[src/rtl/msg_sched.sv]
// Status text-box message scheduler: accepts message requests, switches them on
// frame ticks after a minimum hold time, blinks win messages and serves ASCII codes.
module msg_sched #(
  parameter int unsigned MIN_FRAMES   = 60,
  parameter int unsigned BLINK_FRAMES = 30,
  parameter int unsigned MSG_LEN      = 16
) (
  input  logic       pclk,
  input  logic       rst,
  input  logic       vsync_in,
  input  logic       msg_valid,
  input  logic [2:0] msg_id,
  output logic       msg_ready,
  input  logic [7:0] char_xy,
  output logic [6:0] char_code,
  output logic       box_en,
  output logic [2:0] cur_id
);

  localparam int unsigned CNT_W     = 8;
  localparam int unsigned ROW_CHARS = 16;
  localparam logic [CNT_W-1:0] MIN_CNT    = CNT_W'(MIN_FRAMES);
  localparam logic [CNT_W-1:0] BLINK_LAST = CNT_W'(BLINK_FRAMES - 1);
  localparam logic [4:0] COL_LIMIT =
    (MSG_LEN > ROW_CHARS) ? 5'(ROW_CHARS) : 5'(MSG_LEN);
  localparam logic [6:0] SPACE = 7'h20;

  typedef enum logic {
    IDLE = 1'b0,
    SHOW = 1'b1
  } state_t;

  state_t           state_q, state_nxt;
  logic             vs_q, tick_q;
  logic             pend_q, pend_nxt;
  logic [2:0]       pend_id_q, pend_id_nxt;
  logic [2:0]       cur_id_nxt;
  logic [CNT_W-1:0] hold_q, hold_nxt;
  logic [CNT_W-1:0] blink_q, blink_nxt;
  logic             phase_q, phase_nxt;
  logic             box_en_nxt;
  logic [6:0]       char_code_nxt;

  logic apply_c, accept_c, is_clear_c, blinking_c, col_ok_c;

  // Fixed 16-character message rows, space padded, no terminator.
  function automatic logic [6:0] msg_char(input logic [2:0] id, input logic [3:0] col);
    logic [127:0] row;
    logic [3:0]   idx;
    case (id)
      3'd0:    row = "PRESS START     ";
      3'd1:    row = "PLAYER X TURN   ";
      3'd2:    row = "PLAYER O TURN   ";
      3'd3:    row = "PLAYER X WINS   ";
      3'd4:    row = "PLAYER O WINS   ";
      3'd5:    row = "DRAW            ";
      default: row = {16{8'h20}};
    endcase
    idx = 4'd15 - col;
    return 7'(row >> {idx, 3'b000});
  endfunction

  assign accept_c   = msg_valid && msg_ready;
  assign is_clear_c = (pend_id_q[2:1] == 2'b11);
  assign blinking_c = (cur_id == 3'd3) || (cur_id == 3'd4);
  assign apply_c    = tick_q && pend_q && ((state_q == IDLE) || (hold_q == MIN_CNT));
  assign col_ok_c   = (char_xy[7:4] == 4'd0) && ({1'b0, char_xy[3:0]} < COL_LIMIT);

  // State register
  always_ff @(posedge pclk) begin
    if (rst) state_q <= IDLE;
    else     state_q <= state_nxt;
  end

  // Next state: only an applied request moves between IDLE and SHOW
  always_comb begin
    state_nxt = state_q;
    case (state_q)
      IDLE:    if (apply_c && !is_clear_c) state_nxt = SHOW;
      SHOW:    if (apply_c && is_clear_c)  state_nxt = IDLE;
      default: state_nxt = IDLE;
    endcase
  end

  // Pending request, hold/blink counters and active id
  always_comb begin
    pend_nxt    = pend_q;
    pend_id_nxt = pend_id_q;
    cur_id_nxt  = cur_id;
    hold_nxt    = hold_q;
    blink_nxt   = blink_q;
    phase_nxt   = phase_q;

    if (apply_c) begin
      pend_nxt = 1'b0;
    end else if (accept_c) begin
      pend_nxt    = 1'b1;
      pend_id_nxt = msg_id;
    end

    if (apply_c) begin
      hold_nxt  = '0;
      blink_nxt = '0;
      phase_nxt = 1'b1;
      // A clear request from IDLE leaves the last shown id in place
      if (!is_clear_c || (state_q == SHOW)) cur_id_nxt = pend_id_q;
    end else if (tick_q && (state_q == SHOW)) begin
      if (hold_q != MIN_CNT) hold_nxt = hold_q + 8'd1;
      if (blinking_c) begin
        if (blink_q == BLINK_LAST) begin
          blink_nxt = '0;
          phase_nxt = ~phase_q;
        end else begin
          blink_nxt = blink_q + 8'd1;
        end
      end else begin
        blink_nxt = '0;
        phase_nxt = 1'b1;
      end
    end
  end

  // Outputs follow the next state so the character switches with cur_id
  always_comb begin
    box_en_nxt    = (state_nxt == SHOW) && phase_nxt;
    char_code_nxt = SPACE;
    if ((state_nxt == SHOW) && col_ok_c) char_code_nxt = msg_char(cur_id_nxt, char_xy[3:0]);
  end

  always_ff @(posedge pclk) begin
    if (rst) begin
      vs_q      <= 1'b0;
      tick_q    <= 1'b0;
      pend_q    <= 1'b0;
      pend_id_q <= '0;
      hold_q    <= '0;
      blink_q   <= '0;
      phase_q   <= 1'b1;
      cur_id    <= '0;
      msg_ready <= 1'b1;
      box_en    <= 1'b0;
      char_code <= SPACE;
    end else begin
      vs_q      <= vsync_in;
      tick_q    <= vsync_in && !vs_q;
      pend_q    <= pend_nxt;
      pend_id_q <= pend_id_nxt;
      hold_q    <= hold_nxt;
      blink_q   <= blink_nxt;
      phase_q   <= phase_nxt;
      cur_id    <= cur_id_nxt;
      msg_ready <= !pend_nxt;
      box_en    <= box_en_nxt;
      char_code <= char_code_nxt;
    end
  end

endmodule
[config.mk]
export PLATFORM = sky130hd
export DESIGN_NAME = msg_sched
export DESIGN_NICKNAME = d
export VERILOG_FILES = /design/src/rtl/msg_sched.sv
export SDC_FILE = /design/constraint.sdc
export NUM_CORES = 1
export LEC_CHECK = 0
export BUFFER_PORTS_ARGS = -buffer_cell sky130_fd_sc_hd__buf_2
export CORE_UTILIZATION = 25
export CTS_CLUSTER_SIZE = 12
export DETAILED_ROUTE_END_ITERATION = 16
export PLACE_DENSITY = 0.53
export SYNTH_ARGS = -nofsm -noshare
export SYNTH_HDL_FRONTEND = slang
export SYNTH_SLANG_ARGS = --single-unit
[constraint.sdc]
create_clock -name pclk -period 2.8 [get_ports pclk]
set_input_delay 0.42 -clock pclk [delete_from_list [all_inputs] [get_ports pclk]]
set_output_delay 0.42 -clock pclk [all_outputs]
set_load 0.01 [all_outputs]
==> metrics.md, run 1 <==
| Metric | Value |
|---|---|
| Status | finished clean |
| Clk slew on worst S/H paths | 0.07 ns |
| Setup violators final | 0 |
| DRC violations left | 0 |
| Synth warn | 0 |
| Switching power | about 0.34 mW |
| Worst path required time | 3.00 ns |
| Via/cell ratio | 5.04 |
| Synthesized Nets | 299 |
| Crit path launch type | flip-flop |
| Multi-input logic area | 1620 sq um |
| Proportion of synthesized area in mux cells | 0.0371 |
| I/O Buffers | 26 |
| Maxcap violations | 0 |
| Worst-Margin Slew | 0.460 ns |
| DIE HEIGHT | 97.0 microns |
| Vias in the first global route | 2072 |
| Clk_lat worst skew | between 0.2 and 0.3 ns |
| R2r endpoint | char_code[1]$_SDFF_PP0_ |
| Finished Core Util | 0.350 |
| Worst R2R Setup Slack | roughly 0.15 ns |
| Largest net degree at the start of global routing | 19 |
| CTS Sinks | 36 |
| Max Fclk | 0.378 GHz |
| Diode count | 0 |
| Critical Path End Type | flip-flop |
| Filler Cell Count | 918 |
| Initial antenna violation count | 0 |
| Post-Syn Instances | 277 |
| Worst Setup Path Type | flip-flop to flip-flop |
| Period minus WS final | between 2 and 3 ns |
| Synth unique cells | 62 |
| Die Width | 97.0 microns |
| Ys async rst share | 0 |
| Final Power | ~1.2 mW |
| Core area | 8720 sq um |
| Compound-Gate Fraction of Synth Area | 0.226 |
| Nets | 355 |
| Clock Skews | ~0.005 ns |
| Area grow syn2layout | 35.2% |
| Post-Synth XOR/XNOR Area | 0.0704 |
| WHS Path Cells | 3 |
| Crit-path max FO | 6 |
| WHS | 0.376 ns |
| Crit path buf inv count | 3 |
| Crit path max-delay family | compound AO/OA/AOI/OAI gates |
| Slew Limit Fails | 0 |
| RR Startpoint | hold_q[0]$_SDFFE_PP0P_ |
| Placed Cells | ~430 |
| Post-Syn Area | 2260 sq um |
| Share of layout cells above drive strength 1 | 0.350 |
| Max Root-Sink Buffers | 2 |
| Final Hold Viols | 0 |
| Final GP Congestion | approximately 0.94 |
| DRT Wirelength | ~6.3 mm |
| Min-delay src | msg_id[2] |
| Max transition margin | 0.692 |
| Pre-CTS setup slack | -0.00868 ns |
| Pwr dens | 406 nW/um^2 |
| # rows | 34 |
| Post-Synth Adder-Cell Area | 0.0388 |
| Class of the worst hold path | primary input to flip-flop |
| Final Worst Setup Slack | around 0.15 ns |
| Gr usage total | 0.129 |
| # IOs | 27 |
| Worst path cell trace | inv_1 > ha_1 > nand2_2 > o41ai_4 > buf_4 > nand2_2 > mux2_4 > nor2_2 > nor2_1 > buf_4 > a221oi_2 > nor3b_1 > a311oi_2 |
| Hold EP | pend_id_q[2]$_SDFFE_PP0P_ |
| TritonCTS Buffers | 5 |
| Clock power frac | 0.364 |
| Synthesized area per cell | 8.15 sq um |
| DP HPWL | 4.60 mm |
| EDFF count, synth | 0 |
| Largest family of logic cells by synthesized area | simple AND/OR/NAND/NOR gates |
| WL/cell | 14.2 microns |
| Commonest cells after routing, fill and taps aside | 42 x nor2_1, 36 x dfxtp_1, 28 x buf_4 |
| Arrival time of the worst setup path | 2.84 ns |
| Antenna Violating Nets Remaining | 0 |
| First-pass GRT wire length | 9.98 mm |
| Die Area | 9420 sq um |
| Reg2reg path depth | 13 |
| Cell Count, Final, Fillers Out | between 400 and 500 |
| First-pass DRT Iterations | 4 |
| Root Buffer | clkbuf_8 |
| Seq pwr share | 0.428 |
| Combinational share of power | 0.208 |
| Peak supply drop | roughly 260 uV |
| Hold buffers post-CTS | 0 |
| Leading cell type in the layout, fill and taps excluded | nor2_1 |
| CP max stage cell | mux2_4 |
| P_int | 0.895 mW |
| Grt ovf | 0 |
| Synth Register Bits | 36 |
| Vias post-DR | 2229 |
| DRT iter0 DRCs | 76 |
| Top FF cell, synth | dfxtp_1 |
| FF/Latch Area | a little over 700 sq um |
| CTS tree | yes |
| Pleak | 1.18 nW |
| CP max stage delay | 0.38 ns |
| Simple-Gate Fraction of Synth Area | 0.268 |
| Final period utilization | 0.945 |
| Initial core utilization | 0.259 |
| H-tree levels | 2 |
| Switching Share | 0.278 |
| Post-synthesis sequential area ratio | 0.319 |
## through the flow
step | TNS [ns] | instance area, sq um
after CTS | 0 | 2790
after global placement | -0.0423 | 2680
after floorplan | 0 | 2260
after global routing | -0.0289 | 3050
after detailed placement | -0.00868 | 2680
final | 0 | 3050
## routing by layer
layer | vias to the layer above | track usage | wire [microns]
li1 | 1102 | - | -
met1 | 1062 | 0.164 | 2800
met2 | 56 | 0.221 | 3130
met3 | 9 | 0.0238 | 225
met4 | 0 | 0.0390 | 102
met5 | - | 0 | 0
## sequential cells by signal, summed over array words and instances, names as in the netlist
signal	count
vs_q	1
blink_q	8
tick_q	1
pend_id_q	3
pend_q	1
cur_id	3
hold_q	8
state_q	1
msg_ready	1
box_en	1
phase_q	1
char_code	7
## synth_stat cells (all sizes together), types with 3 or more instances
| cell | number | area (sq um) |
|---|---|---|
| nor2 | 49 | 186 |
| dfxtp | 36 | 721 |
| a21oi | 26 | 141 |
| nand2 | 17 | 68.8 |
| nor3 | 14 | 80.1 |
| inv | 11 | 46.3 |
| o21ai | 11 | 58.8 |
| nand3 | 10 | 55.1 |
| clkbuf | 9 | 33.8 |
| xor2 | 9 | 78.8 |
| ha | 7 | 87.6 |
| xnor2 | 7 | 80.1 |
| mux2i | 6 | 72.6 |
| nand4 | 6 | 37.5 |
| nor2b | 5 | 31.3 |
| nor4 | 5 | 46.3 |
| a211oi | 4 | 30.0 |
| o211ai | 4 | 30.0 |
| and2 | 3 | 18.8 |
| and3 | 3 | 18.8 |
| nand2b | 3 | 18.8 |
| or2 | 3 | 18.8 |
## worst register-to-register path: cells and delay by family (launching register included)
kind | cells | cell delay [ns]
adder cells (fa/ha/maj) | 1 | 0.15
AO/OA/AOI/OAI | 3 | 0.86
flip-flops | 1 | 0.31
AND/OR/NAND/NOR | 5 | 0.49
buffers and inverters | 3 | 0.38
multiplexers | 1 | 0.38
## how the worst max path moves through the flow
stage | from | end | slack [ns] | cells past startpoint
final | hold_q[0]$_SDFFE_PP0P_ | char_code[1]$_SDFF_PP0_ | 0.15 | 13
after global routing | hold_q[0]$_SDFFE_PP0P_ | char_code[6]$_SDFF_PP0_ | -0.02 | 15
after CTS | hold_q[0]$_SDFFE_PP0P_ | char_code[6]$_SDFF_PP0_ | 0.001 | 15
after detailed placement | hold_q[1]$_SDFFE_PP0P_ | char_code[4]$_SDFF_PP0_ | -0.009 | 12
after global placement | hold_q[0]$_SDFFE_PP0P_ | char_code[4]$_SDFF_PP0_ | -0.04 | 12
after floorplan | hold_q[0]$_SDFFE_PP0P_ | char_code[2]$_SDFF_PP0_ | 0.02 | 14
## cell type report
class / count / area share
Clock buffer: 6 / 0.0238
Clock inverter: 2 / 0.0115
Inverter: 11 / 0.0152
Multi-Input combinational cell: 219 / 0.532
Sequential cell: 36 / 0.236
Tap cell: 108 / 0.0442
Timing Repair Buffer: 60 / 0.138
## cell families (layout without fill, tap and decap cells)
kind of cell,count (synthesis),in the layout
simple gates,121,121
buf+inv,22,79
xor+xnor,16,16
mux,7,7
flops,36,36
fa+ha+maj,7,7
compound gates,68,68
## power groups by stage
stage / Clock, mW / Sequential (mW) / Combinational, mW
4_1_cts: 0.468 / 0.531 / 0.214
5_1_grt: 0.495 / 0.532 / 0.278
3_3_place_gp: 0 / 0.543 / 0.214
3_5_place_dp: 0 / 0.543 / 0.212
6_report: 0.452 / 0.531 / 0.257
2_1_floorplan: 0 / 0.543 / 0.139
## what timing repair did
| item | 4_1_cts | 5_1_grt |
|---|---|---|
| resized for setup | 2 | 46 |
| pin swaps | 0 | 21 |
| endpoints found under the setup margin | 1 | 7 |
| setup buffers | 0 | 8 |
No activity file was read; power rests on OpenSTA's default activity.
==> run 2, diff against run 1 <==
--- a/config.mk
+++ b/config.mk
@@ -5,11 +5,12 @@
 export SDC_FILE = /design/constraint.sdc
 export NUM_CORES = 1
 export LEC_CHECK = 0
+export ABC_AREA = 1
 export BUFFER_PORTS_ARGS = -buffer_cell sky130_fd_sc_hd__buf_2
 export CORE_UTILIZATION = 25
 export CTS_CLUSTER_SIZE = 12
 export DETAILED_ROUTE_END_ITERATION = 16
-export PLACE_DENSITY = 0.53
+export PLACE_DENSITY = 0.51
 export SYNTH_ARGS = -nofsm -noshare
 export SYNTH_HDL_FRONTEND = slang
 export SYNTH_SLANG_ARGS = --single-unit
==> run 2 against run 1 <==
  * Final area down 11%
  * Global-route usage down 1.1 points
  * Area after synthesis up 2.3%
  * Die area up 2.3%
  * Sequential share of layout area up 2.9 points
  * Via count down 1.1%
  * Setup slack better by 0.17 ns
  * Clock-buffer cell count down 1
  * Sequential power about the same
  * Fmax up 7.0%
  * Combinational power down 28%
==> metrics.md, run 2 <==
| Metric | Value |
|---|---|
| Synth unique cells | 37 |
| RR Startpoint | hold_q[1]$_SDFFE_PP0P_ |
| Post-Syn Instances | around 340 |
| Setup bufs post-CTS | 0 |
| CP max stage cell | ha_1 |
| Pleak | roughly 1.3 nW |
| H-tree levels | 2 |
| Slew Limit Fails | 0 |
| Largest net degree at the start of global routing | 13 |
| Top-area cell type share of the netlist area | 0.312 |
| Nets | between 400 and 500 |
| DRC violations left | 0 |
| # rows | 34 |
| Final period utilization | 0.883 |
| First-pass GRT wire length | 9.38 mm |
| # resized after CTS | 0 |
| Gr usage total | 0.118 |
| Area grow syn2layout | 17.5% |
| Most frequent cell after synthesis | nand2_1 |
| Post-Synth XOR/XNOR Area | 0.0114 |
| Max Root-Sink Buffers | 2 |
| Leading cell type in the layout, fill and taps excluded | nand2_1 |
| Post-Synth Adder-Cell Area | 0.0379 |
| RSZ-0062 raised after global routing | false |
| CTS tree | yes |
| Ys async rst share | 0 |
| WHS Path Cells | 3 |
| Vias in the first global route | roughly 2100 |
| Synth warn | 0 |
| Via/cell ratio | 4.51 |
| Setup violators final | 0 |
| Post-Syn Area | 2310 sq um |
| Core area | 8850 sq um |
| Cell Count, Final, Fillers Out | 489 |
| Reg2reg path depth | 17 |
| Worst path cell trace | inv_1 > ha_1 > inv_1 > nor2_2 > nand2_2 > nand2_4 > nand2_4 > nand2_1 > nand2_1 > ha_1 > nor3_1 > nand3_1 > nand2_1 > nand2_1 > nand3_1 > nor2_1 > nor2_1 |
| Final GP Congestion | 0.896 |
| Synth top cells by count | 101 x nand2_1, 41 x inv_1, 36 x dfxtp_1, 35 x nor2_1 |
| Synth Register Bits | 36 |
| Worst Setup Path Type | flip-flop to flip-flop |
| Proportion of synthesized area in mux cells | 0 |
| CP max stage delay | between 0.3 and 0.4 ns |
| First-pass DRT Iterations | 6 |
| DIE HEIGHT | 98.1 microns |
| # IOs | 27 |
| Worst path required time | 3.03 ns |
| Hold EP | vs_q$_SDFF_PP0_ |
| Share of layout cells above drive strength 1 | 0.199 |
| Clk slew on worst S/H paths | 0.08 ns |
| Worst R2R Setup Slack | 0.33 ns |
| Leading area contributor after synthesis | dfxtp_1 |
| Clock Skews | ~0.0074 ns |
| EDFF count, synth | 0 |
| Crit-path max FO | 7 |
| Critical Path End Type | flip-flop |
| Largest family of logic cells by synthesized area | simple AND/OR/NAND/NOR gates |
| Simple-Gate Fraction of Synth Area | 0.449 |
| Compound-Gate Fraction of Synth Area | 0.109 |
| Maxcap violations | 0 |
| Min-delay src | vsync_in |
| Period minus WS final | between 2 and 2.5 ns |
| R2r endpoint | char_code[4]$_SDFF_PP0_ |
| Commonest cells after routing, fill and taps aside | 101 x nand2_1, 41 x inv_1, 36 x dfxtp_1 |
| Diode count | 0 |
| Top FF cell, synth | dfxtp_1 |
| WL/cell | around 11 microns |
| Crit path launch type | flip-flop |
| Placed Cells | 481 |
| Die Width | about 98 microns |
| Synthesized area per cell | 6.72 sq um |
| Initial antenna violation count | 0 |
| Status | finished clean |
| Peak supply drop | about 240 uV |
| Pwr dens | 430 nW/um^2 |
| Arrival time of the worst setup path | 2.70 ns |
| Most used cell, CP | nand2_1 |
| I/O Buffers | 26 |
| Class of the worst hold path | primary input to flip-flop |
| Initial core utilization | 0.261 |
| TritonCTS Buffers | 5 |
| Grt ovf | 0 |
| Clk_lat worst skew | 0.29 ns |
| Hold buffers post-CTS | 0 |
| Final Hold Viols | 0 |
| DP HPWL | approximately 4.2 mm |
| Largest registers | blink_q x8, hold_q x8, char_code x7 |
| Max transition margin | 0.695 |
| Post-synthesis sequential area ratio | 0.312 |
| Root Buffer | clkbuf_8 |
| Worst-Margin Slew | 0.453 ns |
| Max Fclk | 0.404 GHz |
| Synth area leaders | dfxtp_1 31%, nand2_1 16%, inv_1 6.7% |
| Die Area | a little under 10000 sq um |
| DRT Wirelength | 5.21 mm |
| Vias post-DR | 2204 |
| Synthesized Nets | 366 |
| Setup TNS | 0 ns |
| Antenna Violating Nets Remaining | 0 |
| DRT iter0 DRCs | 80 |
| CTS Sinks | 36 |
-- run 2: how the worst max path moves through the flow --
stage                                      start                       to  slack, ns  cells past startpoint
after floorplan           hold_q[1]$_SDFFE_PP0P_  char_code[5]$_SDFF_PP1_       0.37                     18
after detailed placement  hold_q[1]$_SDFFE_PP0P_  char_code[5]$_SDFF_PP1_       0.25                     18
after global routing      hold_q[1]$_SDFFE_PP0P_  char_code[5]$_SDFF_PP1_       0.02                     18
after CTS                 hold_q[1]$_SDFFE_PP0P_  char_code[5]$_SDFF_PP1_       0.24                     18
final                     hold_q[1]$_SDFFE_PP0P_  char_code[4]$_SDFF_PP0_       0.33                     17
after global placement    hold_q[1]$_SDFFE_PP0P_  char_code[5]$_SDFF_PP1_       0.32                     18
-- run 2: per-layer routing --
| layer | track usage | vias to the layer above | wire [microns] |
|---|---|---|---|
| met5 | 0 | - | 0 |
| met1 | 0.153 | 988 | 2520 |
| met4 | 0.0471 | 0 | 105 |
| li1 | - | 1169 | - |
| met3 | 0.0208 | 10 | 158 |
| met2 | 0.196 | 37 | 2420 |
-- run 2: through the flow --
stage,util,setup WS (ns),instance area (sq um),power (mW),hold slack (ns)
2_1_floorplan,-,0.372,2310,0.673,0.374
3_3_place_gp,0.294,0.318,2600,0.729,0.379
3_5_place_dp,0.294,0.253,2600,0.727,0.384
4_1_cts,0.307,0.236,2710,1.19,0.338
5_1_grt,0.307,0.0235,2720,1.24,0.365
6_report,0.307,0.327,2720,1.17,0.350
-- run 2: cell type report --
type | count | area (sq um)
fill | 978 | 6130
multi-input combinational | 260 | 1410
sequential | 36 | 721
inverter | 47 | 184
timing repair buffer | 30 | 160
tap | 108 | 135
clock buffer | 5 | 68.8
clock inverter | 3 | 42.5
-- run 2: critical path: cells and delay by family (launching register included) --
family	cells	cell delay, ns
and+or+nand+nor	13	1.46
adders and majority gates	2	0.48
DFF	1	0.32
buffers and inverters	2	0.14
-- run 2: cell families after synthesis --
| kind of cell | after synthesis |
|---|---|
| AOI/OAI and AO/OA | 46 |
| xor gates and xnor gates | 3 |
| adders and majority gates | 7 |
| buffers and inverters | 48 |
| DFF | 36 |
| and+or+nand+nor | 204 |
-- run 2: power by group --
group          switching [mW]  leakage, nW  internal, mW
Sequential            0.00743        0.292         0.523
Combinational           0.120        0.941        0.0641
Clock                   0.190       0.0541         0.263
==> run 3, diff against run 2 <==
--- a/config.mk
+++ b/config.mk
@@ -5,7 +5,6 @@
 export SDC_FILE = /design/constraint.sdc
 export NUM_CORES = 1
 export LEC_CHECK = 0
-export ABC_AREA = 1
 export BUFFER_PORTS_ARGS = -buffer_cell sky130_fd_sc_hd__buf_2
 export CORE_UTILIZATION = 25
 export CTS_CLUSTER_SIZE = 12
==> run 3 against run 2 <==
  * Non-clock buffer count rose by 24
  * Sequential share of layout area fell by 2.5 points
  * Register-to-register slack got worse by 0.20 ns
  * Largest power group unchanged
  * Clock power rose by 10%
  * Highest routed layer unchanged
  * Largest cell class unchanged
==> metrics.md, run 3 (synthesized netlist as in run 1, its figures left out) <==
| Metric | Value |
|---|---|
| Status | finished clean |
| Vias post-DR | roughly 2200 |
| Switching Share | 0.267 |
| Initial antenna violation count | 0 |
| Gr usage total | 0.132 |
| Diode count | 0 |
| # IOs | 27 |
| Setup TNS | 0 ns |
| Finished Core Util | 0.344 |
| Grt ovf | 0 |
| First-pass DRT Iterations | 4 |
| Clock Skews | 0.00920 ns |
| Class of the worst hold path | primary input to flip-flop |
| Period minus WS final | 2.67 ns |
| Combinational share of power | 0.191 |
| Initial core utilization | 0.259 |
| TritonCTS Buffers | 5 |
| First-pass GRT wire length | 10.2 mm |
| Hold buffers post-CTS | 0 |
| P_int | 0.936 mW |
| Clk slew on worst S/H paths | approximately 0.070 ns |
| Final GP Congestion | between 0.9 and 1 |
| Met3 Routed Length | approximately 360 microns |
| Pleak | approximately 1.2 nW |
| Area grow syn2layout | 32.7% |
| DRT Wirelength | between 6 and 7 mm |
| Crit path launch type | flip-flop |
| DIE HEIGHT | 97.0 microns |
| Max transition margin | 0.682 |
| Largest net degree at the start of global routing | 19 |
| CTS tree | yes |
| Hold EP | pend_id_q[1]$_SDFFE_PP0P_ |
| Leading cell type in the layout, fill and taps excluded | nor2_1 |
| Die Width | 97.0 microns |
| Slew Limit Fails | 0 |
| Final period utilization | 0.954 |
| WHS Path Cells | 3 |
| Arrival time of the worst setup path | approximately 2.9 ns |
| CTS Sinks | 36 |
| Reg2reg path depth | 13 |
| Final Instance Area | between 2000 and 3000 sq um |
| DRT iter0 DRCs | 72 |
| Clk_lat worst skew | 0.28 ns |
| Critical Path End Type | flip-flop |
| Antenna Violating Nets Remaining | 0 |
| WL met2 | slightly above 3 mm |
| Max Root-Sink Buffers | 2 |
| Clock power frac | 0.392 |
| Nets | 349 |
| Largest registers | blink_q x8, hold_q x8, char_code x7 |
| Die Area | 9420 sq um |
| Switching power | 0.340 mW |
| WHS | 0.381 ns |
| Pwr dens | 426 nW/um^2 |
| DRC violations left | 0 |
| I/O Buffers | 26 |
| Via/cell ratio | between 5 and 6 |
| Worst path required time | 3.00 ns |
| Final Hold Viols | 0 |
| DP HPWL | 4.58 mm |
| Worst-Margin Slew | 0.478 ns |
| RR Startpoint | hold_q[0]$_SDFFE_PP0P_ |
| RSZ-0062 raised after global routing | true |
| Area after DPL | 2640 sq um |
| DR top layer | met4 |
| Maxcap violations | 0 |
| Root Buffer | clkbuf_8 |
| Core area | ~8700 sq um |
| Vias in the first global route | 2114 |
| Seq pwr share | 0.418 |
| Crit-path max FO | 5 |
| WL/cell | 14.3 microns |
| Max Fclk | 0.374 GHz |
| Worst Setup Path Type | flip-flop to flip-flop |
| Peak supply drop | 253 uV |
| # rows | 34 |
| Setup violators final | 0 |
| Commonest cells after routing, fill and taps aside | 40 x nor2_1, 36 x dfxtp_1, 26 x buf_2 |
| Final Power | 1.28 mW |
| Worst R2R Setup Slack | roughly 0.13 ns |
| Min-delay src | msg_id[1] |
| H-tree levels | 2 |
| Met1 wire length | 2.63 mm |
| R2r endpoint | char_code[5]$_SDFF_PP1_ |
| Share of layout cells above drive strength 1 | 0.345 |
-- run 3: cell count changes in the layout (fill, tap and decap cells not counted), sizes merged, moves of 8 or more --
cell | previous run | this run
nor2 | 41 | 49
o21ai | 19 | 11
nand3 | 29 | 10
nand2 | 115 | 17
buf | 30 | 54
inv | 46 | 11
-- run 3: worst max path at each step --
| stage | from | endpoint | slack, ns | cells after the start |
|---|---|---|---|---|
| after CTS | hold_q[0]$_SDFFE_PP0P_ | char_code[2]$_SDFF_PP0_ | 0.005 | 14 |
| after floorplan | hold_q[0]$_SDFFE_PP0P_ | char_code[2]$_SDFF_PP0_ | 0.02 | 14 |
| after global routing | hold_q[0]$_SDFFE_PP0P_ | char_code[5]$_SDFF_PP1_ | -0.05 | 13 |
| after detailed placement | hold_q[0]$_SDFFE_PP0P_ | char_code[2]$_SDFF_PP0_ | 0.001 | 13 |
| final | hold_q[0]$_SDFFE_PP0P_ | char_code[5]$_SDFF_PP1_ | 0.13 | 13 |
| after global placement | hold_q[0]$_SDFFE_PP0P_ | char_code[2]$_SDFF_PP0_ | -0.15 | 13 |
-- run 3: cell type report --
| type | instances | area (sq um) |
|---|---|---|
| clock buffer | 7 | 96.3 |
| clock inverter | 1 | 30.0 |
| fill | 883 | 5720 |
| inverter | 11 | 46.3 |
| multi-input combinational | 219 | 1610 |
| sequential | 36 | 721 |
| tap | 108 | 135 |
| timing repair buffer | 54 | 359 |
-- run 3: worst max-delay path, cell delays in order, from the launching register on --
cell	delay (ns)
dfxtp_1	0.31
inv_1	0.05
ha_1	0.15
nand2_2	0.08
o41a_1	0.42
buf_4	0.16
o32ai_2	0.28
a21oi_2	0.12
buf_4	0.18
nor3_4	0.13
a221o_1	0.20
nor2_1	0.05
o32a_1	0.28
o211ai_1	0.19
-- run 3: metrics by stage --
| stage | instances | worst slack [ns] |
|---|---|---|
| final | 436 | 0.128 |
| after global routing | 436 | -0.0468 |
| after CTS | 429 | 0.00467 |
| after detailed placement | 421 | 0.00119 |
| after global placement | 421 | -0.150 |
| after floorplan | 277 | 0.0204 |
-- run 3: power groups by stage --
stage | logic, mW | clock network [mW] | registers [mW]
after floorplan | 0.139 | 0 | 0.543
after global placement | 0.211 | 0 | 0.544
after detailed placement | 0.205 | 0 | 0.545
after CTS | 0.207 | 0.512 | 0.532
after global routing | 0.265 | 0.536 | 0.534
final | 0.243 | 0.500 | 0.533
-- run 3: repair_timing --
| item | 4_1_cts | 5_1_grt |
|---|---|---|
| pin swaps | 0 | 24 |
| setup endpoints to repair | 1 | 6 |
| setup buffers | 0 | 8 |
| resized for setup | 1 | 42 |
-- run 3: routing by layer --
layer | GRT usage | vias to the layer above
li1 | - | 1101
met2 | 0.211 | 97
met3 | 0.0267 | 23
met4 | 0.0769 | 0
met5 | 0 | -
met1 | 0.164 | 1010
